==> config.mk <==
export PLATFORM = sky130hd
export DESIGN_NAME = stage5_hazard_unit
export DESIGN_NICKNAME = d
export VERILOG_FILES = /design/src/rtl/stage5_hazard_unit.sv
export SDC_FILE = /design/constraint.sdc
export NUM_CORES = 1
export LEC_CHECK = 0
export BUFFER_PORTS_ARGS = -buffer_cell sky130_fd_sc_hd__buf_2
export CORE_AREA = 2 2 64 66
export DETAILED_ROUTE_END_ITERATION = 10
export DIE_AREA = 0 0 66 68
export PLACE_DENSITY = 0.83
export SLEW_MARGIN = 20
export SYNTH_ARGS = -nofsm -noshare
export SYNTH_HDL_FRONTEND = slang
export SYNTH_SLANG_ARGS = --single-unit
==> constraint.sdc <==
create_clock -name CLK -period 3.05 [get_ports CLK]
set_input_delay 0.1525 -clock CLK [delete_from_list [all_inputs] [get_ports CLK]]
set_output_delay 0.1525 -clock CLK [all_outputs]
set_load 0.1 [all_outputs]
==> src/rtl/stage5_hazard_unit.sv <==
// Stall/flush controller for the 5-stage pipeline: resolves load-use, memory-wait,
// fetch-wait and mispredict-redirect hazards that forwarding cannot cover.
module stage5_hazard_unit #(
    parameter int COUNT_W = 16
) (
    input  logic               CLK,
    input  logic               RST,
    input  logic [4:0]         rs1_d,
    input  logic [4:0]         rs2_d,
    input  logic               rs1_used_d,
    input  logic               rs2_used_d,
    input  logic [4:0]         rd_e,
    input  logic               reg_write_e,
    input  logic               load_e,
    input  logic               mispredict_e,
    input  logic               dmem_busy_m,
    input  logic               imem_busy_f,
    output logic               stall_f,
    output logic               stall_d,
    output logic               stall_e,
    output logic               stall_m,
    output logic               flush_d,
    output logic               flush_e,
    output logic               flush_wb,
    output logic               redirect_f,
    output logic [COUNT_W-1:0] lu_stalls,
    output logic [COUNT_W-1:0] mem_stalls
);

    typedef enum logic [0:0] {
        ST_RUN     = 1'b0,
        ST_DISCARD = 1'b1
    } fsm_t;

    fsm_t               fsm_r;
    fsm_t               fsm_nxt_s;
    logic               pending_r;
    logic               pending_nxt_s;
    logic [COUNT_W-1:0] lu_cnt_r;
    logic [COUNT_W-1:0] mem_cnt_r;

    logic lu_s;
    logic redir_req_s;
    logic redir_take_s;
    logic lu_take_s;
    logic mem_take_s;
    logic in_discard_s;

    logic stall_f_s;
    logic stall_d_s;
    logic stall_e_s;
    logic stall_m_s;
    logic flush_d_s;
    logic flush_e_s;
    logic flush_wb_s;
    logic redirect_f_s;

    // Saturating increment: holds at all-ones instead of wrapping.
    function automatic logic [COUNT_W-1:0] sat_inc(input logic [COUNT_W-1:0] v);
        if (v == {COUNT_W{1'b1}}) begin
            sat_inc = v;
        end else begin
            sat_inc = v + {{(COUNT_W-1){1'b0}}, 1'b1};
        end
    endfunction

    // Load-use detection; x0 is never a real dependency.
    always_comb begin
        lu_s = 1'b0;
        if (load_e && reg_write_e && (rd_e != 5'd0)) begin
            lu_s = (rs1_used_d && (rs1_d == rd_e)) || (rs2_used_d && (rs2_d == rd_e));
        end else begin
            lu_s = 1'b0;
        end
    end

    // Decode the discard state.
    always_comb begin
        in_discard_s = 1'b0;
        case (fsm_r)
            ST_RUN:     in_discard_s = 1'b0;
            ST_DISCARD: in_discard_s = 1'b1;
            default:    in_discard_s = 1'b0;
        endcase
    end

    assign redir_req_s = mispredict_e | pending_r;

    // Prioritised hazard resolution and next-state selection, zero latency.
    always_comb begin
        stall_f_s     = 1'b0;
        stall_d_s     = 1'b0;
        stall_e_s     = 1'b0;
        stall_m_s     = 1'b0;
        flush_d_s     = 1'b0;
        flush_e_s     = 1'b0;
        flush_wb_s    = 1'b0;
        redirect_f_s  = 1'b0;
        redir_take_s  = 1'b0;
        lu_take_s     = 1'b0;
        mem_take_s    = 1'b0;
        pending_nxt_s = pending_r;
        fsm_nxt_s     = fsm_r;
        if (RST) begin
            pending_nxt_s = 1'b0;
            fsm_nxt_s     = ST_RUN;
        end else begin
            if (dmem_busy_m) begin
                // Whole pipe frozen; a mispredict seen now is remembered for later.
                stall_f_s     = 1'b1;
                stall_d_s     = 1'b1;
                stall_e_s     = 1'b1;
                stall_m_s     = 1'b1;
                flush_wb_s    = 1'b1;
                pending_nxt_s = pending_r | mispredict_e;
                mem_take_s    = 1'b1;
            end else if (redir_req_s) begin
                redirect_f_s  = 1'b1;
                flush_d_s     = 1'b1;
                flush_e_s     = 1'b1;
                pending_nxt_s = 1'b0;
                redir_take_s  = 1'b1;
            end else if (lu_s) begin
                stall_f_s = 1'b1;
                stall_d_s = 1'b1;
                flush_e_s = 1'b1;
                lu_take_s = 1'b1;
            end else if (imem_busy_f) begin
                stall_f_s = 1'b1;
                flush_d_s = 1'b1;
            end else begin
                stall_f_s = 1'b0;
            end

            // The fetch in flight at redirect time is stale until it returns.
            if (in_discard_s) begin
                flush_d_s = 1'b1;
            end else begin
                flush_d_s = flush_d_s;
            end

            if (imem_busy_f && (in_discard_s || redir_take_s)) begin
                fsm_nxt_s = ST_DISCARD;
            end else begin
                fsm_nxt_s = ST_RUN;
            end
        end
    end

    // State, pending-redirect latch and performance counters.
    always_ff @(posedge CLK) begin
        if (RST) begin
            fsm_r     <= ST_RUN;
            pending_r <= 1'b0;
            lu_cnt_r  <= {COUNT_W{1'b0}};
            mem_cnt_r <= {COUNT_W{1'b0}};
        end else begin
            fsm_r     <= fsm_nxt_s;
            pending_r <= pending_nxt_s;
            if (lu_take_s) begin
                lu_cnt_r <= sat_inc(lu_cnt_r);
            end
            if (mem_take_s) begin
                mem_cnt_r <= sat_inc(mem_cnt_r);
            end
        end
    end

    assign stall_f    = stall_f_s;
    assign stall_d    = stall_d_s;
    assign stall_e    = stall_e_s;
    assign stall_m    = stall_m_s;
    assign flush_d    = flush_d_s;
    assign flush_e    = flush_e_s;
    assign flush_wb   = flush_wb_s;
    assign redirect_f = redirect_f_s;
    assign lu_stalls  = lu_cnt_r;
    assign mem_stalls = mem_cnt_r;

endmodule

# == Word-level counts from Yosys, hierarchy flattened ==
# Index checks and enable logic that the tools add are counted.
# word_totals
reg_bits,34
inputBits,24
output_inout_bits,40
word_cells,55
# classes
add_sub_neg,2
n_eq_ne,4
muxes,30
bitwise_logic,4
n_reduce_logical,11
# op_table
cell,n
adder 16 x 1 -> 16 bit (second input constant),2
equality test 16 bit (second input constant),2
2-to-1 mux 1 bit,29
equality test 5 bit,2
logical AND 1 bit,5
nonzero test 5 bit,1
AND reduction 2 bit,2
NOT 1 bit,3
logical OR 1 bit,2
one-hot mux 1 bit (2 select lines),1
nonzero test 2 bit,1
OR 1 bit,1

# == Depth between registers and ports, before layout ==
# depth
word_depth,9
mapped_depth,7
mapped_depth_nobuf,7

# == Least setup slack after synthesis ==
# OpenSTA, ideal clock, no wires.
# synth_timing
path_type,reg-to-output
from,register pending_r
to,output flush_d
t_arrival_ns,3.751
required_time_ns,2.897
path_slack_ns,-0.854
path_stages_with_launch,5
path_buffers,0
path_cell_list,dfxtp_1 -> nor2_1 -> nor3_1 -> a21oi_1 -> o21ai_0
# synth_between
elab_chain_cells,5
# synth_rtl
item,line,text
"start, declared",37,logic pending_r;
"start signal, assigned",159,pending_r <= pending_nxt_s;
OR 1 bit,87,assign redir_req_s = mispredict_e | pending_r;
2-to-1 mux 1 bit,117,end else if (redir_req_s) begin
2-to-1 mux 1 bit,108,if (dmem_busy_m) begin
2-to-1 mux 1 bit,136,if (in_discard_s) begin
2-to-1 mux 1 bit,104,if (RST) begin
"end, declared",22,"output logic flush_d,"
# Every way passes these cells.

# == Worst setup path in the final report ==
# layout_timing
from,register lu_cnt_r[0] (netlist: lu_stalls[0])
to,register lu_cnt_r[13] (netlist: lu_stalls[13])
# layout_between
elab_chain_cells,3
elab_cells_between_ends,4
# layout_rtl
item,line,text
"start, declared",39,logic [COUNT_W-1:0] lu_cnt_r;
"start signal, assigned",155,lu_cnt_r <= {COUNT_W{1'b0}};
"start signal, assigned",161,lu_cnt_r <= sat_inc(lu_cnt_r);
"parallel branches: the longest is 3 deep, another holds adder 16 x 1 -> 16 bit",n/a,
# Several ways; the timed one is not identified.
# A chain may end at the register's enable or synchronous reset.

==> impl_metrics.csv <==
group,metric,value,unit
pwr,power_density,418,nW/um^2
sta,setup_viol,0,
global_routing,grt.met1_usage,24.8,%
place,dp.cells,336,
min_path,holdPathStages,2,
global_routing,grt_util_met3,4.93,%
sta,fin_worst_skew,0.00822,ns
clocking,cts_buffers,5,
global_routing,grt_pass1_vias,1738,
global_routing,overflow,0,
setup_path,cp-endpoint,"lu_stalls[13]$_SDFFE_PP0P_",
global_routing,grt_max_degree,30,
route,wl_per_cell,13.4,um
clocking,clkTransAtPathRegs,0.07,ns
sta,fin_crit,2.12,ns
logic_synthesis,syn_inst,232,
clocking,root_buffer,"clkbuf_8",
logic_synthesis,ys_ff_latch,34,
logic_synthesis,synth_top_area_share,34.3,%
sta,finalSetupTns,0,ns
sta,slew_headroom,65.0,%
floorplan,die_area,4490,um^2
sta,final.period_utilization,69.6,%
logic_synthesis,synth_area,1980,um^2
place,dpl.hpwl,3360,um
floorplan,rows,23,
route,wl,4610,um
floorplan,initial_core_util,51.5,%
final_layout,design.final.nets,319,
logic_synthesis,postSynthAreaPerCell,8.55,um^2
route,final_antenna_net_count,0,
route,drc,0,
clocking,cts_hold_buf,0,
sta,slew_viol_final,0,
floorplan,die_h,68,um
route,via_per_inst,5.64,
pwr,p_leak,0.994,nW
logic_synthesis,synth_fp_nets,258,
floorplan,ios,64,
sta,tightest_slew,0.526,ns
clocking,cts.path.max_buffers,2,
route,drtIter0Drc,62,
logic_synthesis,ys.flop_type,"dfxtp_1",
final_layout,drive_above_1_share,31.4,%
global_routing,grt-busiest-layer,"met2",
setup_path,reg2reg_slack,0.93,ns
route,firstDrtPassIters,4,
sta,fmax,471,MHz
global_routing,grt_pass1_wl,7290,um
pwr,ir_drop,323,uV
logic_synthesis,ys_top_cells_by_area,"dfxtp_1 34%, xnor2_1 5.3%, nor2_1 4.9%",
sta,rsz0062_at_grt,"false",
clocking,h-tree-depth,2,
place,port-buffer-count,63,
clocking,ctsResizeCount,0,
clocking,clkLatencyLatePin,0.29,ns
final_layout,fin_cells,343,
sta,hold_viol,0,
min_path,hp-class,"input pin to flop",
logic_synthesis,async_flop_share,0,%
logic_synthesis,ys_seq_area_share,34.3,%
setup_path,cp.required,3.23,ns
clocking,cts_tree,"done",
logic_synthesis,yosys.area.top_type,"dfxtp_1",
global_routing,use_met2,36.0,%
setup_path,rr_endpoint,"lu_stalls[13]$_SDFFE_PP0P_",
flow_run,maxCapViolations,0,
floorplan,die_w,66,um
setup_path,critPathKind,"flop to flop",
setup_path,reg2reg_from,"lu_stalls[0]$_SDFFE_PP0P_",
final_layout,n_antenna_cell,0,
final_layout,area_growth,22.8,%
setup_path,arrival,2.30,ns
clocking,cts_setup_buffers,0,
clocking,cts_num_sinks,34,
setup_path,end_kind,"flop",
global_routing,antenna_found_initial,0,
floorplan,core_region_area,3860,um^2
route,dr_total_vias,1936,
setup_path,reg2regPathDepth,6,
setup_path,worst-path-max-fanout,9,
setup_path,setup.worst_path.start_class,"flop",
global_routing,track_usage,20.6,%
logic_synthesis,yosys_warnings,0,
logic_synthesis,synth_edf_count,0,
run_status,outcome,"finished clean",
place,place.gp.congestion,0.850,
setup_path,cp-startpoint,"lu_stalls[0]$_SDFFE_PP0P_",
logic_synthesis,yosysUniqueCellTypes,50,
==> kinds of logic after synthesis <==
kind of cell    share of synthesized area, %
compound gates                          16.4
xor+xnor                                9.71
fa+ha+maj                               1.26
buf+inv                                 5.04
flops                                   34.3
mux                                     3.22
simple gates                            30.1
==> metrics by stage <==
stage / power, mW / utilization, % / cell area (um^2) / setup WS, ns / hold WS (ns)
final: 1.02 / 63.2 / 2440 / 0.928 / 0.110
after global routing: 1.06 / 63.2 / 2440 / 0.807 / 0.127
after CTS: 1.03 / 63.2 / 2440 / 0.922 / 0.109
after detailed placement: 0.610 / 60.3 / 2320 / 0.923 / 0.405
after global placement: 0.607 / 60.3 / 2320 / 0.943 / 0.399
after floorplan: 0.574 / - / 1990 / -0.308 / 0.281
==> per-layer routing <==
layer | vias up | share of wire, % | wire length (um)
met5 | - | 0 | 0
met2 | 48 | 47 | 2150
li1 | 976 | - | -
met4 | 0 | 1.2 | 53
met3 | 7 | 6.2 | 286
met1 | 905 | 46 | 2120
==> layout make-up <==
cell class                 count  area [um^2]
sequential                    34          681
fill                         338         1420
clock buffer                   6         82.6
timing repair buffer          66          338
tap                           50         62.6
multi-input combinational    178         1210
clock inverter                 1         30.0
inverter                       8         30.0
==> report_power, final <==
group / total (mW) / switching (mW) / leakage, nW / internal [mW]
Clock: 0.420 / 0.159 / 0.0573 / 0.261
Combinational: 0.148 / 0.112 / 0.662 / 0.0366
Sequential: 0.451 / 0.00354 / 0.274 / 0.448
==> cells in the mapped netlist (all sizes together) (2+ instances only) <==
library cell  count
nor2b             6
ha                2
nor2             26
o41ai             4
o31ai             6
or3               2
a211oi            4
mux2              5
nor3b             2
clkbuf            4
a21oi            12
nor4              8
nand4             8
inv               8
nand3            11
nor3              6
and2              3
xnor2            12
nand2            14
and4              3
or4               7
o311ai            4
o21ai             4
and3              2
or2               5
dfxtp            34
xor2             10
buf               8
==> worst max-delay path, cell delays in order (launching register included) <==
cell and delay, ns:
dfxtp_1 0.39, ha_1 0.19, nand3_1 0.13, nor4_1 0.52, a2111o_1 0.40, nor3b_2 0.10, mux2_4 0.30
==> how the worst min path moves through the flow <==
stage / slack (ns) / start / endpoint
after floorplan: 0.28 / imem_busy_f / fsm_r$_SDFF_PP0_
after global placement: 0.40 / imem_busy_f / fsm_r$_SDFF_PP0_
after detailed placement: 0.40 / imem_busy_f / fsm_r$_SDFF_PP0_
after CTS: 0.11 / imem_busy_f / fsm_r$_SDFF_PP0_
after global routing: 0.13 / imem_busy_f / fsm_r$_SDFF_PP0_
final: 0.11 / imem_busy_f / fsm_r$_SDFF_PP0_
==> cells in the final DEF, fill, tap and decap left out, types with 7 or more instances in the layout <==
master / count
xnor2_1: 12
inv_1: 8
dfxtp_1: 34
nor2_1: 26
xor2_1: 10
nand3_1: 11
buf_2: 63
nand4_1: 7
or4_1: 7
a21oi_1: 12
nand2_1: 14
==> flip-flops by register name, indices dropped and copies added (netlist names) <==
| signal | count |
|---|---|
| fsm_r | 1 |
| mem_stalls | 16 |
| lu_stalls | 16 |
| pending_r | 1 |
(Power assumes the default switching activity.)
